### config.mk
export PLATFORM = sky130hd
export DESIGN_NAME = hdmi_test_pattern
export DESIGN_NICKNAME = d
export VERILOG_FILES = /design/src/rtl/hdmi_timing_pkg.sv /design/src/rtl/hdmi_timing_gen.sv /design/src/rtl/hdmi_test_pattern.sv
export SDC_FILE = /design/constraint.sdc
export NUM_CORES = 1
export LEC_CHECK = 0
export ABC_AREA = 1
export BUFFER_PORTS_ARGS = -buffer_cell sky130_fd_sc_hd__buf_2
export CAP_MARGIN = 20
export CORE_UTILIZATION = 35
export DETAILED_ROUTE_END_ITERATION = 16
export GPL_TIMING_DRIVEN = 0
export SLEW_MARGIN = 5
export SYNTH_ARGS = -nofsm -noshare
export SYNTH_HDL_FRONTEND = slang
export SYNTH_SLANG_ARGS = --single-unit
export TNS_END_PERCENT = 20
### constraint.sdc
create_clock -name clk -period 3.4 [get_ports clk]
set_input_delay 1.02 -clock clk [delete_from_list [all_inputs] [get_ports clk]]
set_output_delay 1.02 -clock clk [all_outputs]
set_load 0.05 [all_outputs]
### src/rtl/hdmi_timing_pkg.sv
// 640x480@60 timing constants and pixel types for the HDMI test source.
// Shared by the timing generator and the pattern top level.
package hdmi_timing_pkg;

  localparam int H_ACTIVE = 640;
  localparam int H_FP     = 16;
  localparam int H_SYNC   = 96;
  localparam int H_BP     = 48;
  localparam int H_TOTAL  = H_ACTIVE + H_FP + H_SYNC + H_BP;

  localparam int V_ACTIVE = 480;
  localparam int V_FP     = 10;
  localparam int V_SYNC   = 2;
  localparam int V_BP     = 33;
  localparam int V_TOTAL  = V_ACTIVE + V_FP + V_SYNC + V_BP;

  localparam int BORDER   = 16;

  typedef struct packed {
    logic [7:0] r;
    logic [7:0] g;
    logic [7:0] b;
  } rgb888_t;

endpackage

### src/rtl/hdmi_timing_gen.sv
// Pixel-clock divider, X/Y/frame counters and sync/draw-area decode.
// HDMI_PATTERN_ANIM_EN builds the frame counter; otherwise it reads 0.
module hdmi_timing_gen
  import hdmi_timing_pkg::*;
#(
  parameter int HActive = H_ACTIVE,
  parameter int HFp     = H_FP,
  parameter int HSync   = H_SYNC,
  parameter int HBp     = H_BP,
  parameter int VActive = V_ACTIVE,
  parameter int VFp     = V_FP,
  parameter int VSync   = V_SYNC,
  parameter int VBp     = V_BP
) (
  input  logic       clk,
  input  logic       rst,
  output logic       pixClk,
  output logic [9:0] counterX,
  output logic [9:0] counterY,
  output logic [9:0] frameCnt,
  output logic       hSync,
  output logic       vSync,
  output logic       drawArea
);

  localparam logic [9:0] HLast  = 10'(HActive + HFp + HSync + HBp - 1);
  localparam logic [9:0] VLast  = 10'(VActive + VFp + VSync + VBp - 1);
  localparam logic [9:0] HAct   = 10'(HActive);
  localparam logic [9:0] VAct   = 10'(VActive);
  localparam logic [9:0] HsLo   = 10'(HActive + HFp);
  localparam logic [9:0] HsHi   = 10'(HActive + HFp + HSync - 1);
  localparam logic [9:0] VsLo   = 10'(VActive + VFp);
  localparam logic [9:0] VsHi   = 10'(VActive + VFp + VSync - 1);

  logic pixEn;
  logic lineEnd;
  logic frameEnd;

  assign pixEn    = ~pixClk;
  assign lineEnd  = counterX == HLast;
  assign frameEnd = lineEnd && (counterY == VLast);

  always_ff @(posedge clk) begin
    if (rst) begin
      pixClk   <= 1'b0;
      counterX <= '0;
      counterY <= '0;
    end else begin
      pixClk <= ~pixClk;
      if (pixEn) begin
        if (lineEnd) begin
          counterX <= '0;
          counterY <= frameEnd ? '0 : counterY + 10'd1;
        end else begin
          counterX <= counterX + 10'd1;
        end
      end
    end
  end

`ifdef HDMI_PATTERN_ANIM_EN
  always_ff @(posedge clk) begin
    if (rst)
      frameCnt <= '0;
    else if (pixEn && frameEnd)
      frameCnt <= frameCnt + 10'd1;
  end
`else
  assign frameCnt = '0;
`endif

  assign drawArea = (counterX < HAct) && (counterY < VAct);
  assign hSync    = (counterX >= HsLo) && (counterX <= HsHi);
  assign vSync    = (counterY >= VsLo) && (counterY <= VsHi);

endmodule

### src/rtl/hdmi_test_pattern.sv
// 640x480 test-pattern source: timing generator plus bordered colour ramp.
// HDMI_PATTERN_ANIM_EN scrolls the red channel with the frame counter.
module hdmi_test_pattern
  import hdmi_timing_pkg::*;
#(
  parameter int HActive = H_ACTIVE,
  parameter int HFp     = H_FP,
  parameter int HSync   = H_SYNC,
  parameter int HBp     = H_BP,
  parameter int VActive = V_ACTIVE,
  parameter int VFp     = V_FP,
  parameter int VSync   = V_SYNC,
  parameter int VBp     = V_BP,
  parameter int Border  = BORDER
) (
  input  logic       clk,
  input  logic       rst,
  output logic       pixclk,
  output logic [7:0] red_o,
  output logic [7:0] green_o,
  output logic [7:0] blue_o,
  output logic [9:0] CounterX_o,
  output logic [9:0] CounterY_o,
  output logic [9:0] Counter_o,
  output logic       hSync_o,
  output logic       vSync_o,
  output logic       DrawArea_o
);

  localparam logic [9:0] BLo = 10'(Border);
  localparam logic [9:0] BX  = 10'(HActive - Border);
  localparam logic [9:0] BY  = 10'(VActive - Border);

  logic [9:0] cx;
  logic [9:0] cy;
  logic [9:0] frameCnt;
  logic       drawArea;
  logic       inBorder;
  rgb888_t    pix;

  hdmi_timing_gen #(
    .HActive (HActive),
    .HFp     (HFp),
    .HSync   (HSync),
    .HBp     (HBp),
    .VActive (VActive),
    .VFp     (VFp),
    .VSync   (VSync),
    .VBp     (VBp)
  ) uTiming (
    .clk      (clk),
    .rst      (rst),
    .pixClk   (pixclk),
    .counterX (cx),
    .counterY (cy),
    .frameCnt (frameCnt),
    .hSync    (hSync_o),
    .vSync    (vSync_o),
    .drawArea (drawArea)
  );

  assign inBorder = (cx < BLo) || (cx >= BX) ||
                    (cy < BLo) || (cy >= BY);

  always_comb begin
    pix = '0;
    if (drawArea && !inBorder) begin
      pix.r = cx[7:0] + frameCnt[7:0];
      pix.g = cy[7:0];
      pix.b = cx[7:0] ^ cy[7:0];
    end
  end

  assign red_o      = pix.r;
  assign green_o    = pix.g;
  assign blue_o     = pix.b;
  assign CounterX_o = cx;
  assign CounterY_o = cy;
  assign Counter_o  = frameCnt;
  assign DrawArea_o = drawArea;

endmodule

* Word-level counts from Yosys, hierarchy flattened
Index checks and enable logic that the tools add are counted.
** Operators by class
- Add/subtract/negate cells :: 2
- $lt $le $gt $ge :: 10
- Equal/unequal tests :: 2
- Mux-type cells :: 3
- Bitwise logic cells :: 2
- Reductions and logical operators :: 10
** Operators with widths (count)
- two-way mux 24 bit :: 1
- adder 10 x 1 -> 10 bit (second input constant) :: 2
- == test 10 bit (second input constant) :: 2
- greater-or-equal comparator 10 bit (second input constant) :: 2
- greater-or-equal comparator 10 x 9 -> 1 bit (second input constant) :: 2
- less-than comparator 10 x 5 -> 1 bit (second input constant) :: 2
- two-way mux 10 bit :: 2
- <= comparator 10 bit (second input constant) :: 1
- <= comparator 10 x 9 -> 1 bit (second input constant) :: 1
- less-than comparator 10 bit (second input constant) :: 1
- less-than comparator 10 x 9 -> 1 bit (second input constant) :: 1
- bitwise XOR 8 bit :: 1
- logical AND 1 bit :: 5
- logical OR 1 bit :: 3
- AND reduction 2 bit :: 1
- zero test 1 bit :: 1
- inverter 1 bit :: 1
** Word-level totals
- Bits in registers :: 21
- Bits of input ports :: 2
- Output and inout bits :: 58

* Logic depth before layout (Yosys ltp)
- Depth in word-level cells :: 7
- Gate-level depth with buffers :: 9

* Modules after synthesis
From an unflattened synthesis, not the netlist that was laid out.
** Second synthesis, totals
- Cells, all modules :: 320
- Area total of the unflattened synthesis :: 1974.4 um^2
** Modules (own cells, without submodules)
- hdmi_timing_gen :: instances 1, cells an instance 195, area each 1322.5 um^2, seq. area each 420.4 um^2
- hdmi_test_pattern :: instances 1, cells an instance 125, area each 651.9 um^2, seq. area each 0.0 um^2

* Least setup slack after synthesis
No wires, ideal clock.
- Path type :: register to output
- Start :: reg uTiming.counterX[1]
- End :: out hSync_o
- Data arrival time :: 2.441 ns
- Path slack :: -0.061 ns
- Stages on the path, launching flop included :: 6
- Path buffers :: 0
- Cells stage by stage :: dfxtp_1 ha_1 inv_1 nor2_2 nand3_1 a211oi_1
** On the way
- Longest elaborated chain between the ends :: 2
- Elaborated cells between the ends (all ways) :: 3
** RTL lines
- from (decl) :: line hdmi_timing_gen.sv:18 : output logic [9:0] counterX,
- from (signal assigned) :: line hdmi_timing_gen.sv:55 : counterX <= counterX + 10'd1;
- greater-or-equal comparator 10 bit or <= comparator 10 bit (tied branches) :: line hdmi_timing_gen.sv:73 : assign hSync = (counterX >= HsLo) && (counterX <= HsHi);
- logical AND 1 bit * :: line hdmi_timing_gen.sv:73
- to (decl) :: line hdmi_test_pattern.sv:25 : output logic hSync_o,
Mark *: on every way between the ends. The rest lies on a longest branch, timed or not.

* Worst setup path in the final report
- Start :: reg uTiming.counterY[6]
- End :: out blue_o[5]
** On the way
- Longest elaborated chain between the ends :: 6
- Elaborated cells between the ends (all ways) :: 9
** RTL lines
- from (decl) :: line hdmi_timing_gen.sv:19 : output logic [9:0] counterY,
- from (signal assigned) :: line hdmi_timing_gen.sv:53 : counterY <= frameEnd ? '0 : counterY + 10'd1;
- less-than comparator 10 x 5 -> 1 bit :: line hdmi_test_pattern.sv:63 : (cy < BLo) || (cy >= BY);
- logical OR 1 bit :: line hdmi_test_pattern.sv:62 : assign inBorder = (cx < BLo) || (cx >= BX) ||
- logical OR 1 bit :: line hdmi_test_pattern.sv:63
- zero test 1 bit :: line hdmi_test_pattern.sv:67 : if (drawArea && !inBorder) begin
- logical AND 1 bit * :: line hdmi_test_pattern.sv:67
- two-way mux 24 bit * :: line hdmi_test_pattern.sv:67
- to (decl) :: line hdmi_test_pattern.sv:21 : output logic [7:0] blue_o,
Marks and branches as above.

==> results.sh <==
export IMPL_dieWidth_um=69.44
export IMPL_ys_seq_area_frac=0.2642
export IMPL_grt_max_degree=14
export IMPL_synth_avg_cell_area_um2=6.241
export IMPL_drc=0
export IMPL_synth_top_cell_area_share=0.2642
export IMPL_ioPinCount=60
export IMPL_place_congestion=0.8764
export IMPL_n_antenna_cell=0
export IMPL_synth_cell_type_count=25
export IMPL_nets=324
export IMPL_pwr_share_seq=0.502
export IMPL_cts_max_path_buffers=2
export IMPL_cp_max_fo=10
export IMPL_power_density_mw_per_mm2=257.6
export IMPL_vias=1701
export IMPL_cts_hold_buf=0
export IMPL_overflow=0
export IMPL_hold_violations=0
export IMPL_end_kind="output pin"
export IMPL_outcome="completed"
export IMPL_peakVddDrop_mv=0.1474
export IMPL_vias_per_cell=4.610
export IMPL_yosysWarnings=0
export IMPL_syn_inst=255
export IMPL_grt_pass1_vias=1434
export IMPL_grt_total_usage=0.1796
export IMPL_setup_viol=0
export IMPL_num_rows=24
export IMPL_slew_viol_final=0
export IMPL_fmax_ghz=0.3319
export IMPL_first_pass_iters=4
export IMPL_critPathKind="reg2out"
export IMPL_dieHeight_um=69.44
export IMPL_start_util=0.3655
export IMPL_critPathLaunchType="flop"
export IMPL_pwr_share_clk=0.344
export IMPL_antenna_found_initial=0
export IMPL_wl_per_cell_um=11.52
export IMPL_ys_seq_elements=21
export IMPL_clock_sink_count=21
export IMPL_portBuffers=49
export IMPL_skew_ns=0.007791
export IMPL_dp_hpwl_mm=3.295
export IMPL_cts_root_buf="clkbuf_8"
export IMPL_cts_made_buffers=3
export IMPL_drtIter0Drc=114
export IMPL_area_delta_synth_final_pct=25.00
export IMPL_p_sw_mw=0.1589
export IMPL_synth_area_leaders="dfxtp_1, nor2_1, nand2_1, inv_1, buf_4"
export IMPL_htree_levels=1
export IMPL_finalPower_mw=0.5125
export IMPL_netSwitchingFraction=0.3101
export IMPL_yosysTopAreaCell="dfxtp_1"
export IMPL_coreArea_mm2=0.004354
export IMPL_routed_wl_mm=4.250
export IMPL_power_leakage_nw=0.9911
export IMPL_drive_gt1_frac=0.2776
export IMPL_rsz0062_at_grt="false"
export IMPL_die_area_mm2=0.004821
export IMPL_postRouteAntennaNets=0
export IMPL_drv_cap=0
export IMPL_cts_resized=0
export IMPL_regArea_um2=420.4
export IMPL_insertion_delay_ns=0.27
export IMPL_crit_arrival_ns=1.99
export IMPL_grt_pass1_wl_mm=6.969
export IMPL_setup_tns_ns=0
export IMPL_power_internal_mw=0.3536
export IMPL_path_clk_slew_ns=0.09
export IMPL_multi_input_area_um2=938.4
export IMPL_nFillCells=476
export IMPL_min_path_type="reg2reg"
export IMPL_cts_tree="built"
export IMPL_crit_required_ns=2.38
export IMPL_combPwrFrac=0.154
export IMPL_fin_crit_sh=0.8860
export IMPL_cts_setup_buffers=0
export IMPL_fin_crit_ns=3.013
export IMPL_syn_area_mm2=0.001592
-- cell families after synthesis --
group,share of synthesized area
adders and majority gates,0.03145
DFF,0.2641
and+or+nand+nor,0.4182
xor gates and xnor gates,0.06054
buffers and inverters,0.1706
AOI/OAI and AO/OA,0.05268
other,0.002356
-- flip-flops by register name (all words and copies together) (netlist names) --
register          flops
uTiming.pixClk        1
uTiming.counterY     10
uTiming.counterX     10
-- power by group through the flow --
stage | registers, mW | logic, mW | clock network [mW]
after floorplan | 0.276 | 0.0545 | 0
after global placement | 0.263 | 0.0783 | 0
after detailed placement | 0.263 | 0.0787 | 0
after CTS | 0.257 | 0.0789 | 0.180
after global routing | 0.258 | 0.0832 | 0.193
final | 0.257 | 0.0790 | 0.176
-- area by class of cell --
cell class / instances / share of cell area
buffer: 19 / 0.07044
clock buffer: 3 / 0.02075
clock inverter: 1 / 0.003774
inverter: 35 / 0.06604
multi-input combinational: 189 / 0.4717
sequential: 21 / 0.2113
tap: 52 / 0.03270
timing repair buffer: 49 / 0.1233
-- through the flow --
step	setup slack [ns]	util	cells	instance area [µm²]	hold WS (ns)
6_report	0.3874	0.4569	369	1989	0.5592
5_1_grt	0.2241	0.4569	369	1989	0.5887
4_1_cts	0.3942	0.4569	369	1989	0.5601
3_5_place_dp	0.6983	0.4457	365	1941	0.5392
3_3_place_gp	0.7059	0.4457	365	1941	0.5347
2_1_floorplan	0.2440	-	264	1630	0.7065
-- worst paths after layout --
kind                                          start             endpoint  slack [ns]  depth (start not counted)
worst max register to register  uTiming.counterX[1]  uTiming.counterY[3]        1.65                          8
worst min register to register       uTiming.pixClk       uTiming.pixClk        0.56                          1
worst min-delay path                 uTiming.pixClk       uTiming.pixClk        0.56                          1
worst max-delay path            uTiming.counterY[6]            blue_o[5]        0.39                         10
-- layer usage --
metal | track usage | vias to the layer above | share of wire | wire, µm
li1 | - | 899 | - | -
met1 | 0.2617 | 752 | 0.51 | 2161
met2 | 0.2740 | 43 | 0.43 | 1829
met3 | 0.02326 | 7 | 0.046 | 194
met4 | 0.05442 | 0 | 0.015 | 64
met5 | 0 | - | 0 | 0
-- cells in the mapped netlist, drive strengths merged --
cell / n
a211oi: 1
a21oi: 8
a31oi: 1
buf: 19
conb: 1
dfxtp: 21
ha: 4
inv: 35
nand2: 43
nand3: 16
nand4: 9
nor2: 69
nor3: 10
o21ai: 6
or2: 1
xnor2: 8
xor2: 3
-- critical path: stages, from the launching register on --
cell and delay [ns]:
dfxtp_1 0.31, buf_2 0.17, nand2_1 0.10, nor2_1 0.06, inv_1 0.08, nand4_1 0.13, nor2_1 0.15, nand2_2 0.15
buf_6 0.18, nor2_1 0.12, buf_2 0.28
-- cells in the final DEF, fill, tap and decap left out, drive strengths merged --
| cell type | synthesis | routed |
|---|---|---|
| nand4 | 9 | 9 |
| o21ai | 6 | 6 |
| nand3 | 16 | 16 |
| xor2 | 3 | 3 |
| or2 | 1 | 1 |
| dfxtp | 21 | 21 |
| nor3 | 10 | 10 |
| conb | 1 | 10 |
| ha | 4 | 4 |
| a21oi | 8 | 8 |
| nand2 | 43 | 43 |
| buf | 19 | 68 |
| a211oi | 1 | 1 |
| a31oi | 1 | 1 |
| inv | 35 | 35 |
| nor2 | 69 | 69 |
| clkbuf | 0 | 3 |
| xnor2 | 8 | 8 |
| clkinvlp | 0 | 1 |
Power figures use the tool's default switching activity.
